===== src/rtl/serial_adder_pkg.sv =====
// -----------------------------------------------------------------------------
// serial_adder_pkg
// Shared encodings for the bit-serial add/subtract controller.
//   sa_state_t : controller FSM states (IDLE / RUN / DONE)
//   SA_OP_*    : op_sub encodings sampled with start
// -----------------------------------------------------------------------------
package serial_adder_pkg;

  typedef enum logic [1:0] {
    SA_IDLE = 2'd0,
    SA_RUN  = 2'd1,
    SA_DONE = 2'd2
  } sa_state_t;

  localparam logic SA_OP_ADD = 1'b0;
  localparam logic SA_OP_SUB = 1'b1;

endpackage


===== src/rtl/full_adder_cell.sv =====
// -----------------------------------------------------------------------------
// full_adder_cell
// Combinational 1-bit full adder built from two half adders; the two partial
// carries can never both be 1, so an OR merges them.
// Ports:
//   x, y : operand bits
//   cin  : carry in
//   s    : sum out
//   cout : carry out
// -----------------------------------------------------------------------------
module full_adder_cell (
  input  logic x,
  input  logic y,
  input  logic cin,
  output logic s,
  output logic cout
);

  logic s0;
  logic c0;
  logic c1;

  half_adder u_ha0 (
    .x (x),
    .y (y),
    .s (s0),
    .c (c0)
  );

  half_adder u_ha1 (
    .x (s0),
    .y (cin),
    .s (s),
    .c (c1)
  );

  assign cout = c0 | c1;

endmodule


===== src/rtl/half_adder.sv =====
// -----------------------------------------------------------------------------
// half_adder
// Combinational 1-bit half adder.
// Ports:
//   x, y : input bits
//   s    : sum  (x ^ y)
//   c    : carry (x & y)
// -----------------------------------------------------------------------------
module half_adder (
  input  logic x,
  input  logic y,
  output logic s,
  output logic c
);

  assign s = x ^ y;
  assign c = x & y;

endmodule


===== src/rtl/serial_adder_ctrl.sv =====
// -----------------------------------------------------------------------------
// serial_adder_ctrl
// Multi-cycle bit-serial add/subtract unit. One full_adder_cell is time-shared
// across the WIDTH bit positions, LSB first, one bit per clock.
//
// Optional feature (macro SERIAL_ADDER_EARLY_EXIT_EN): when defined, RUN ends
// as soon as the carry is 0 and all remaining operand bits are 0; the untouched
// upper result bits stay 0 and carry_out/overflow are 0.
//
// Ports:
//   clk       : system clock, rising edge
//   rst_n     : asynchronous active-low reset
//   start     : request, accepted only while ready=1
//   op_sub    : 0 = a+b, 1 = a-b (sampled with start)
//   a, b      : operands (sampled with start)
//   ready     : high in IDLE
//   busy      : high in RUN
//   done      : one-cycle pulse when result is valid
//   result    : sum/difference, held until the next accepted start
//   carry_out : carry out of the MSB (sub: 1 = no borrow)
//   overflow  : signed overflow (carry into MSB ^ carry out of MSB)
// -----------------------------------------------------------------------------
module serial_adder_ctrl
  import serial_adder_pkg::*;
#(
  parameter int WIDTH = 32
) (
  input  logic             clk,
  input  logic             rst_n,
  input  logic             start,
  input  logic             op_sub,
  input  logic [WIDTH-1:0] a,
  input  logic [WIDTH-1:0] b,
  output logic             ready,
  output logic             busy,
  output logic             done,
  output logic [WIDTH-1:0] result,
  output logic             carry_out,
  output logic             overflow
);

  localparam int CNT_W = $clog2(WIDTH);
  localparam logic [CNT_W-1:0] IDX_MSB    = CNT_W'(WIDTH - 1);
  localparam logic [CNT_W-1:0] IDX_MSB_IN = CNT_W'(WIDTH - 2);

  sa_state_t        state;
  logic [WIDTH-1:0] a_q;
  logic [WIDTH-1:0] b_q;       // already inverted for subtraction
  logic             carry_q;
  logic             carry_msb_in;
  logic [CNT_W-1:0] idx;

  logic fa_s;
  logic fa_cout;
  logic early_exit;

  full_adder_cell u_fa (
    .x    (a_q[idx]),
    .y    (b_q[idx]),
    .cin  (carry_q),
    .s    (fa_s),
    .cout (fa_cout)
  );

`ifdef SERIAL_ADDER_EARLY_EXIT_EN
  // Nothing left to propagate: every remaining sum bit would be 0.
  assign early_exit = !carry_q && ((a_q >> idx) == '0) && ((b_q >> idx) == '0);
`else
  assign early_exit = 1'b0;
`endif

  // NOTE: sequential state uses non-blocking assignments only, so every
  // register sees the pre-edge value of every other register.
  always_ff @(posedge clk or negedge rst_n) begin
    if (!rst_n) begin
      state        <= SA_IDLE;
      // NOTE: operand registers are reset too; they are a handful of flops,
      // not a memory, and a clean reset image simplifies debug.
      a_q          <= '0;
      b_q          <= '0;
      carry_q      <= 1'b0;
      carry_msb_in <= 1'b0;
      idx          <= '0;
      ready        <= 1'b1;
      busy         <= 1'b0;
      done         <= 1'b0;
      result       <= '0;
      carry_out    <= 1'b0;
      overflow     <= 1'b0;
    end else begin
      case (state)
        SA_IDLE: begin
          done <= 1'b0;
          if (start) begin
            a_q          <= a;
            b_q          <= (op_sub == SA_OP_SUB) ? ~b : b;
            carry_q      <= op_sub;  // +1 completes the two's complement
            carry_msb_in <= 1'b0;
            result       <= '0;
            idx          <= '0;
            ready        <= 1'b0;
            busy         <= 1'b1;
            state        <= SA_RUN;
          end
        end

        SA_RUN: begin
          if (early_exit) begin
            carry_out <= 1'b0;
            overflow  <= 1'b0;
            busy      <= 1'b0;
            done      <= 1'b1;
            state     <= SA_DONE;
          end else begin
            result[idx] <= fa_s;
            carry_q     <= fa_cout;
            if (idx == IDX_MSB_IN) begin
              carry_msb_in <= fa_cout;
            end
            if (idx == IDX_MSB) begin
              carry_out <= fa_cout;
              overflow  <= carry_msb_in ^ fa_cout;
              busy      <= 1'b0;
              done      <= 1'b1;
              state     <= SA_DONE;
            end else begin
              idx <= idx + CNT_W'(1);
            end
          end
        end

        SA_DONE: begin
          done  <= 1'b0;
          ready <= 1'b1;
          state <= SA_IDLE;
        end

        default: begin
          ready <= 1'b1;
          busy  <= 1'b0;
          done  <= 1'b0;
          state <= SA_IDLE;
        end
      endcase
    end
  end

endmodule


===== config.mk =====
export PLATFORM = sky130hd
export DESIGN_NAME = serial_adder_ctrl
export DESIGN_NICKNAME = d
export VERILOG_FILES = /design/src/rtl/serial_adder_pkg.sv /design/src/rtl/full_adder_cell.sv /design/src/rtl/half_adder.sv /design/src/rtl/serial_adder_ctrl.sv
export SDC_FILE = /design/constraint.sdc
export NUM_CORES = 1
export LEC_CHECK = 0
export BUFFER_PORTS_ARGS = -buffer_cell sky130_fd_sc_hd__buf_2
export CORE_MARGIN = 2
export CORE_UTILIZATION = 50
export DETAILED_ROUTE_END_ITERATION = 10
export GPL_TIMING_DRIVEN = 0
export PLACE_DENSITY_LB_ADDON = 0.1
export SLEW_MARGIN = 20
export SYNTH_ARGS = -nofsm -noshare
export SYNTH_HDL_FRONTEND = slang
export SYNTH_SLANG_ARGS = --single-unit

===== constraint.sdc =====
create_clock -name clk -period 3.6 [get_ports clk]
set_input_delay 0.18 -clock clk [delete_from_list [all_inputs] [get_ports clk]]
set_output_delay 0.18 -clock clk [all_outputs]
set_load 0.03 [all_outputs]

==> summary.md, run 1 <==
| Metric | Value |
|---|---|
| ANT nets after route | `0` |
| Commonest non-fill, non-tap cell in the layout | `buf_2` |
| Netlist cell types | `38` |
| Crit end category | `register` |
| Unrepaired setup endpoints after global routing | `no` |
| Max Clock Skew | `between 0.01 and 0.015 ns` |
| R2R cell count | `9` |
| Vias/cell | `around 5.3` |
| Nets | `about 740` |
| Reg clk slew, reported paths | `0.10 ns` |
| H-Tree Depth | `3` |
| Crit Path Max Fanout | `10` |
| Clk buf depth | `2` |
| HPWL reported at the end of detailed placement | `approximately 9.4 mm` |
| Die area | `11460 um2` |
| Flops & latches, synth | `110` |
| Hold Path End | `a_q[28]` |
| HP Start | `a[28]` |
| Fin crit share | `88.08%` |
| Hold_ws | `0.009219 ns` |
| Critical Path AT | `between 3 and 4 ns` |
| Ys Warns | `0` |
| Final Non-Filler Cells | `about 800` |
| Core area | `around 10000 um2` |
| Share of cells above drive strength 1 | `a little under a quarter` |
| Number of global-route vias before repair | `4303` |
| Area grow syn2layout | `21.52%` |
| Die Wd | `107.0 um` |
| Ys flop type | `dfrtp_1` |
| Share of synthesized registers carrying an async set or reset | `100.0%` |
| Initial antenna violation count | `0` |
| Total Routing Usage GR | `a little under a quarter` |
| ANT cells | `0` |
| Cts bufs inserted | `9` |
| CTS tree | `yes` |
| Setup crit start kind | `register` |
| Total Power | `5.951 mW` |
| Final WL | `13.25 mm` |
| Largest net degree at the start of global routing | `60` |
| Maximum VDD drop | `between 0.0003 and 0.0004 V` |
| 1st-pass router iterations | `5` |
| Hold depth | `3` |
| R2R Path End | `result[21]` |
| Max Clock Freq | `315.4 MHz` |
| Final hold vios | `0` |
| R2R setup slack | `0.43 ns` |
| Clk_lat worst skew | `roughly 0.37 ns` |
| Max-cap viol count | `0` |
| DRC | `0` |
| Area of the mapped netlist | `approximately 5300 um2` |
| Initial Util | `51.42%` |
| Post-synth EDFFs | `0` |
| Critical Path RT | `a little under 4 ns` |
| GPL Wtd Cong | `0.8694` |
| Commonest non-fill, non-tap cells in the layout | `126 x buf_2, 109 x dfrtp_1, 108 x nand2_1` |
| Seq/Total Area, Yosys | `approximately half` |
| Port bufs | `just over 100` |
| Die Y | `107.0 um` |
| Worst slew pin tran | `0.5887 ns` |
| # IOs | `about 110` |
| TNS Setup | `0 ns` |
| Final min period | `3.171 ns` |
| DR WL/cell | `16.38 um` |
| Mapped Cells | `532` |
| Placed cells | `772` |
| Grt total ovfl | `0` |
| Final setup fails | `0` |
| CP Class | `reg2reg` |
| R2R Path Start | `idx[1]` |
| Syn avg cell area | `9.979 um2` |
| Relative slew slack | `just over 60%` |
| Status | `finished clean` |
| Setup Buffers After CTS | `0` |
| Vias | `4321` |
| Max Slew Vio Count | `0` |
| FP Rows | `37` |
| Root buffer cell | `clkbuf_8` |
| Post-synth net total | `606` |
| Static Leak | `a little over 3 nW` |
| DRT iter0 DRCs | `209` |
| TritonCTS sink count | `110` |
| Wire length of the first global-routing pass | `21.31 mm` |
| Worst hold path class | `in2reg` |
| Power density over cell area | `roughly 920 nW/um2` |
## where the power goes
part / switching (mW) / internal, mW
sequential: 0.314 / 1.81
clock: 0.410 / 0.386
combinational: 1.96 / 1.07
total: 2.68 / 3.27
## flip-flops by register name, summed over array words and instances, names as in the netlist, 2 cells and up
register  flops
state         2
b_q          32
a_q          32
result       32
idx           5
## per-layer routing
layer / track usage (%) / wire length (um) / vias up
met5: 0 / 0 / -
met4: 7.607 / 172 / 0
met3: 3.161 / 591 / 13
met2: 41.27 / 6661 / 109
met1: 31.37 / 5823 / 2087
li1: - / - / 2112
## stage by stage
step                      worst slack (ns)  instance area, um2  util [%]
after CTS                           0.4531                6441     62.39
after detailed placement            0.4787                6028     58.39
after global routing                0.1749                6451     62.49
after floorplan                      1.062                5309         -
after global placement              0.4943                5995     58.07
final                               0.4292                6451     62.49
## cells in the mapped netlist, types with 2 or more instances
| master | number | area (um2) |
|---|---|---|
| dfrtp_1 | 109 | 2728 |
| nand2_1 | 108 | 405.4 |
| nor2_1 | 44 | 165.2 |
| a21oi_1 | 35 | 175.2 |
| xnor2_1 | 32 | 280.3 |
| o31ai_1 | 31 | 232.7 |
| o211ai_1 | 30 | 225.2 |
| mux2i_1 | 25 | 250.2 |
| buf_2 | 24 | 120.1 |
| o21ai_0 | 15 | 75.07 |
| clkbuf_1 | 12 | 45.04 |
| inv_1 | 7 | 26.28 |
| buf_6 | 5 | 56.30 |
| ha_1 | 5 | 62.56 |
| and3_1 | 4 | 25.02 |
| o21ai_1 | 4 | 20.02 |
| o221ai_1 | 4 | 35.03 |
| o22ai_1 | 4 | 25.02 |
| buf_1 | 3 | 11.26 |
| mux4_2 | 3 | 67.56 |
| nand3_1 | 3 | 15.01 |
| nand3b_1 | 3 | 22.52 |
| or3b_4 | 3 | 33.78 |
| xor2_1 | 3 | 26.28 |
| a222oi_1 | 2 | 20.02 |
| nor3b_1 | 2 | 15.01 |
## worst max-delay path, cell delays in order, from the launching register on
cell      delay (ns)
dfrtp_1         0.39
clkbuf_1        0.13
buf_2           0.35
mux2i_1         0.30
o221ai_1        0.15
a222oi_1        0.42
and3_1          0.25
fa_1            0.50
clkbuf_1        0.27
o31ai_1         0.32
## cell families (layout without fill, tap and decap cells)
logic type               Yosys count  after routing  share of synthesized area, %
AO/OA/AOI/OAI                    128            128                         15.72
XOR/XNOR                          35             35                         5.774
adder cells (fa/ha/maj)            6              6                         1.556
buffers and inverters             52            193                         5.020
flip-flops                       110            110                         51.87
multiplexers                      29             29                         6.481
AND/OR/NAND/NOR                  172            172                         13.58
## area by class of cell
class | count | area [um2]
flip-flops and latches | 110 | 2754
clock inverters | 5 | 75.07
inverters | 7 | 26.28
well taps | 136 | 170.2
plain buffers | 45 | 240.2
fillers | 877 | 3872
repair buffers | 126 | 769.5
clock buffers | 10 | 127.6
multi-input cells | 370 | 2288
## worst max path at each step
stage	from	end	slack, ns	depth (start not counted)
finish	idx[1]	result[21]	0.43	9
detailed placement	idx[1]	result[21]	0.48	9
global placement	idx[1]	result[24]	0.49	9
floorplan	idx[4]	result[10]	1.06	9
global route	idx[1]	result[21]	0.17	9
CTS	idx[1]	result[21]	0.45	9
## repair_timing
action,4_1_cts,5_1_grt
resized for setup,0,0
endpoints found under the hold margin,78,1
hold buffers,21,1
No activity file was read; power rests on OpenSTA's default activity.
==> run 2, diff against run 1 <==
--- a/config.mk
+++ b/config.mk
@@ -11,7 +11,8 @@
 export DETAILED_ROUTE_END_ITERATION = 10
 export GPL_TIMING_DRIVEN = 0
 export PLACE_DENSITY_LB_ADDON = 0.1
-export SLEW_MARGIN = 20
+export REMOVE_ABC_BUFFERS = 1
+export SLEW_MARGIN = 15
 export SYNTH_ARGS = -nofsm -noshare
 export SYNTH_HDL_FRONTEND = slang
 export SYNTH_SLANG_ARGS = --single-unit
==> constraint.sdc (replaced) <==
create_clock -name clk -period 3.6 [get_ports clk]
set_input_delay 0.54 -clock clk [delete_from_list [all_inputs] [get_ports clk]]
set_output_delay 0.54 -clock clk [all_outputs]
set_load 0.03 [all_outputs]
==> run 2 against run 1 <==
Effect of this change: count of clock-buffer cells in the layout grew 3; clock power rose by 9.4%; hold slack better by 0.056 ns; register-to-register slack barely moved; highest routed layer unchanged; global-route usage decreased by 3.0 points; critical endpoint is now result[20]; wire length fell by 13%; largest cell class unchanged; critical path type unchanged; setup slack improved by 0.0033 ns.
==> summary.md, run 2 (synthesized netlist as in run 1, its figures left out) <==
| Metric | Value |
|---|---|
| Core area | `10320 um2 (unchanged)` |
| Vias/cell | `5.321 (-0.39%)` |
| Crit Path Max Fanout | `32 (+22)` |
| Clk_lat worst skew | `0.38 ns (about the same)` |
| Die Y | `107.0 um (unchanged)` |
| Die Wd | `107.0 um (unchanged)` |
| Sw frac | `43.75% (-1.3 points)` |
| Root buffer cell | `clkbuf_8` |
| Cts bufs inserted | `9 (unchanged)` |
| Final WL | `11.53 mm (-13%)` |
| Reg clk slew, reported paths | `0.10 ns (about the same)` |
| Sequential fraction of design power | `38.2% (+2.5 points)` |
| Critical Path AT | `3.44 ns (about the same)` |
| Static Leak | `2.935 nW (-5.0%)` |
| Setup crit start kind | `register` |
| Clock power share | `15.0% (+1.6 points)` |
| Fillers | `891 (+1.6%)` |
| Critical path buffer and inverter count | `0 (-3)` |
| TNS Setup | `0 ns (unchanged)` |
| Number of global-route vias before repair | `3828 (-11%)` |
| Max Clock Skew | `0.01291 ns (+0.002820 ns)` |
| Vias | `4017 (-7.0%)` |
| Nets | `688 (-7.4%)` |
| Setup Buffers After CTS | `0 (unchanged)` |
| Max Slew Vio Count | `0 (unchanged)` |
| Relative slew slack | `38.82% (-22 points)` |
| CTS Hold Bufs | `0 (-100%)` |
| P_int | `3.257 mW (-0.42%)` |
| Port bufs | `104 (+0.97%)` |
| Post-Place Worst Slack | `0.2534 ns (-0.2254 ns)` |
| Area grow syn2layout | `16.12%` |
| Final setup fails | `0 (unchanged)` |
| Logic pwr share | `46.8% (-4.1 points)` |
| DR WL/cell | `15.27 um (-6.8%)` |
| Setup ws final | `0.4325 ns (+0.003263 ns)` |
| ANT cells | `0 (unchanged)` |
| Critical path's slowest cell | `dfrtp_1` |
| Total Routing Usage GR | `20.93% (-3.0 points)` |
| CTS tree | `yes` |
| Share of cells above drive strength 1 | `22.94% (-0.24 points)` |
| Status | `finished clean` |
| CP Class | `reg2reg` |
| Wire length of the first global-routing pass | `18.71 mm (-12%)` |
| Clk buf depth | `2 (unchanged)` |
| Design area | `6165 um2 (-4.4%)` |
| Critical Path RT | `3.88 ns (about the same)` |
| DRT iter0 DRCs | `181 (-13%)` |
| CP cell instances | `mux4_2 > a222oi_1 > and3_1 > fa_2 > o31ai_1` |
| Grt total ovfl | `0 (unchanged)` |
| Max-cap viol count | `0 (unchanged)` |
| Final hold vios | `0 (unchanged)` |
| Initial antenna violation count | `0 (unchanged)` |
| Largest regs | `a_q x32, b_q x32, result x32` |
| Total net switching power | `2.533 mW (-5.5%)` |
| Worst slew pin tran | `0.9176 ns (+0.3289 ns)` |
| H-Tree Depth | `3 (unchanged)` |
| Die area | `11460 um2 (unchanged)` |
| 1st-pass router iterations | `4 (-1)` |
| HPWL reported at the end of detailed placement | `8.025 mm (-15%)` |
| Delay-heaviest family, CP | `flip-flops` |
| Commonest non-fill, non-tap cells in the layout | `108 x nand2_1, 108 x dfrtp_1, 103 x buf_2` |
| Crit end category | `register` |
| Initial Util | `51.42% (unchanged)` |
| # IOs | `105 (unchanged)` |
| GPL Wtd Cong | `0.7862 (-9.6%)` |
| Power density over cell area | `939.3 nW/um2 (+1.8%)` |
| CP max stage delay | `0.79 ns (+0.29 ns)` |
| Max Clock Freq | `315.7 MHz (+0.10%)` |
| FP Rows | `37 (unchanged)` |
| Final min period | `3.168 ns (-0.003263 ns)` |
| ANT nets after route | `0 (unchanged)` |
| Post-cts gate resize count | `0 (unchanged)` |
| Util after Layout | `59.71% (-2.8 points)` |
| Worst hold path class | `in2async` |
| Fin crit share | `87.99% (-0.091 points)` |
| Placed Area | `5928 um2 (-1.7%)` |
| Maximum VDD drop | `0.0005621 V (+42%)` |
| TritonCTS sink count | `110 (unchanged)` |
| Largest net degree at the start of global routing | `68 (+13%)` |
| DRC | `0 (unchanged)` |
| Unrepaired setup endpoints after global routing | `no` |
[run 2: worst paths after layout]
kind | start | end | slack [ns] | cells past startpoint
hold / removal | rst_n | result[3] | 0.06 | 1
min in group clk | a[22] | a_q[22] | 0.34 | 3
setup / recovery | idx[0] | result[20] | 0.43 | 5
max in group asynchronous | rst_n | ready | 2.82 | 2
hold reg to reg | a_q[13] | a_q[13] | 0.48 | 2
setup reg to reg | idx[0] | result[20] | 0.43 | 5
[run 2: worst register-to-register path, cell delays in order, from the launching register on]
cell	delay [ns]
dfrtp_1	0.79
mux4_2	0.63
a222oi_1	0.38
and3_1	0.25
fa_2	0.68
o31ai_1	0.34
[run 2: area by class of cell]
| cell class | count | area (um2) | area share [%] |
|---|---|---|---|
| clock inverter | 3 | 65.06 | 1.055 |
| inverter | 7 | 26.28 | 0.4262 |
| timing repair buffer | 116 | 683.2 | 11.08 |
| tap | 136 | 170.2 | 2.760 |
| multi-input combinational | 370 | 2296 | 37.24 |
| clock buffer | 13 | 168.9 | 2.740 |
| sequential | 110 | 2755 | 44.69 |
[run 2: per-stage QoR]
step | power [mW] | hold WS (ns) | cells
after floorplan | 4.107 | 0.2444 | 487
after global placement | 4.802 | 0.4509 | 727
after detailed placement | 4.892 | 0.4546 | 739
after CTS | 5.758 | 0.07275 | 755
after global routing | 6.224 | 0.08989 | 755
final | 5.791 | 0.06481 | 755
[run 2: per-layer routing]
layer  part of all wire, %  vias to the layer above  track usage [%]
met3                   4.1                       11            2.857
met5                     0                        -                0
met4                   1.6                        0            8.534
met2                    48                       86            33.77
li1                      -                     1998                -
met1                    47                     1922            28.59
[run 2: power by group through the flow]
stage,Combinational [mW],Clock [mW],Sequential [mW]
floorplan,1.57,0,2.54
global placement,2.54,0,2.26
detailed placement,2.65,0,2.24
CTS,2.66,0.883,2.22
global route,3.01,0.924,2.29
finish,2.71,0.870,2.21
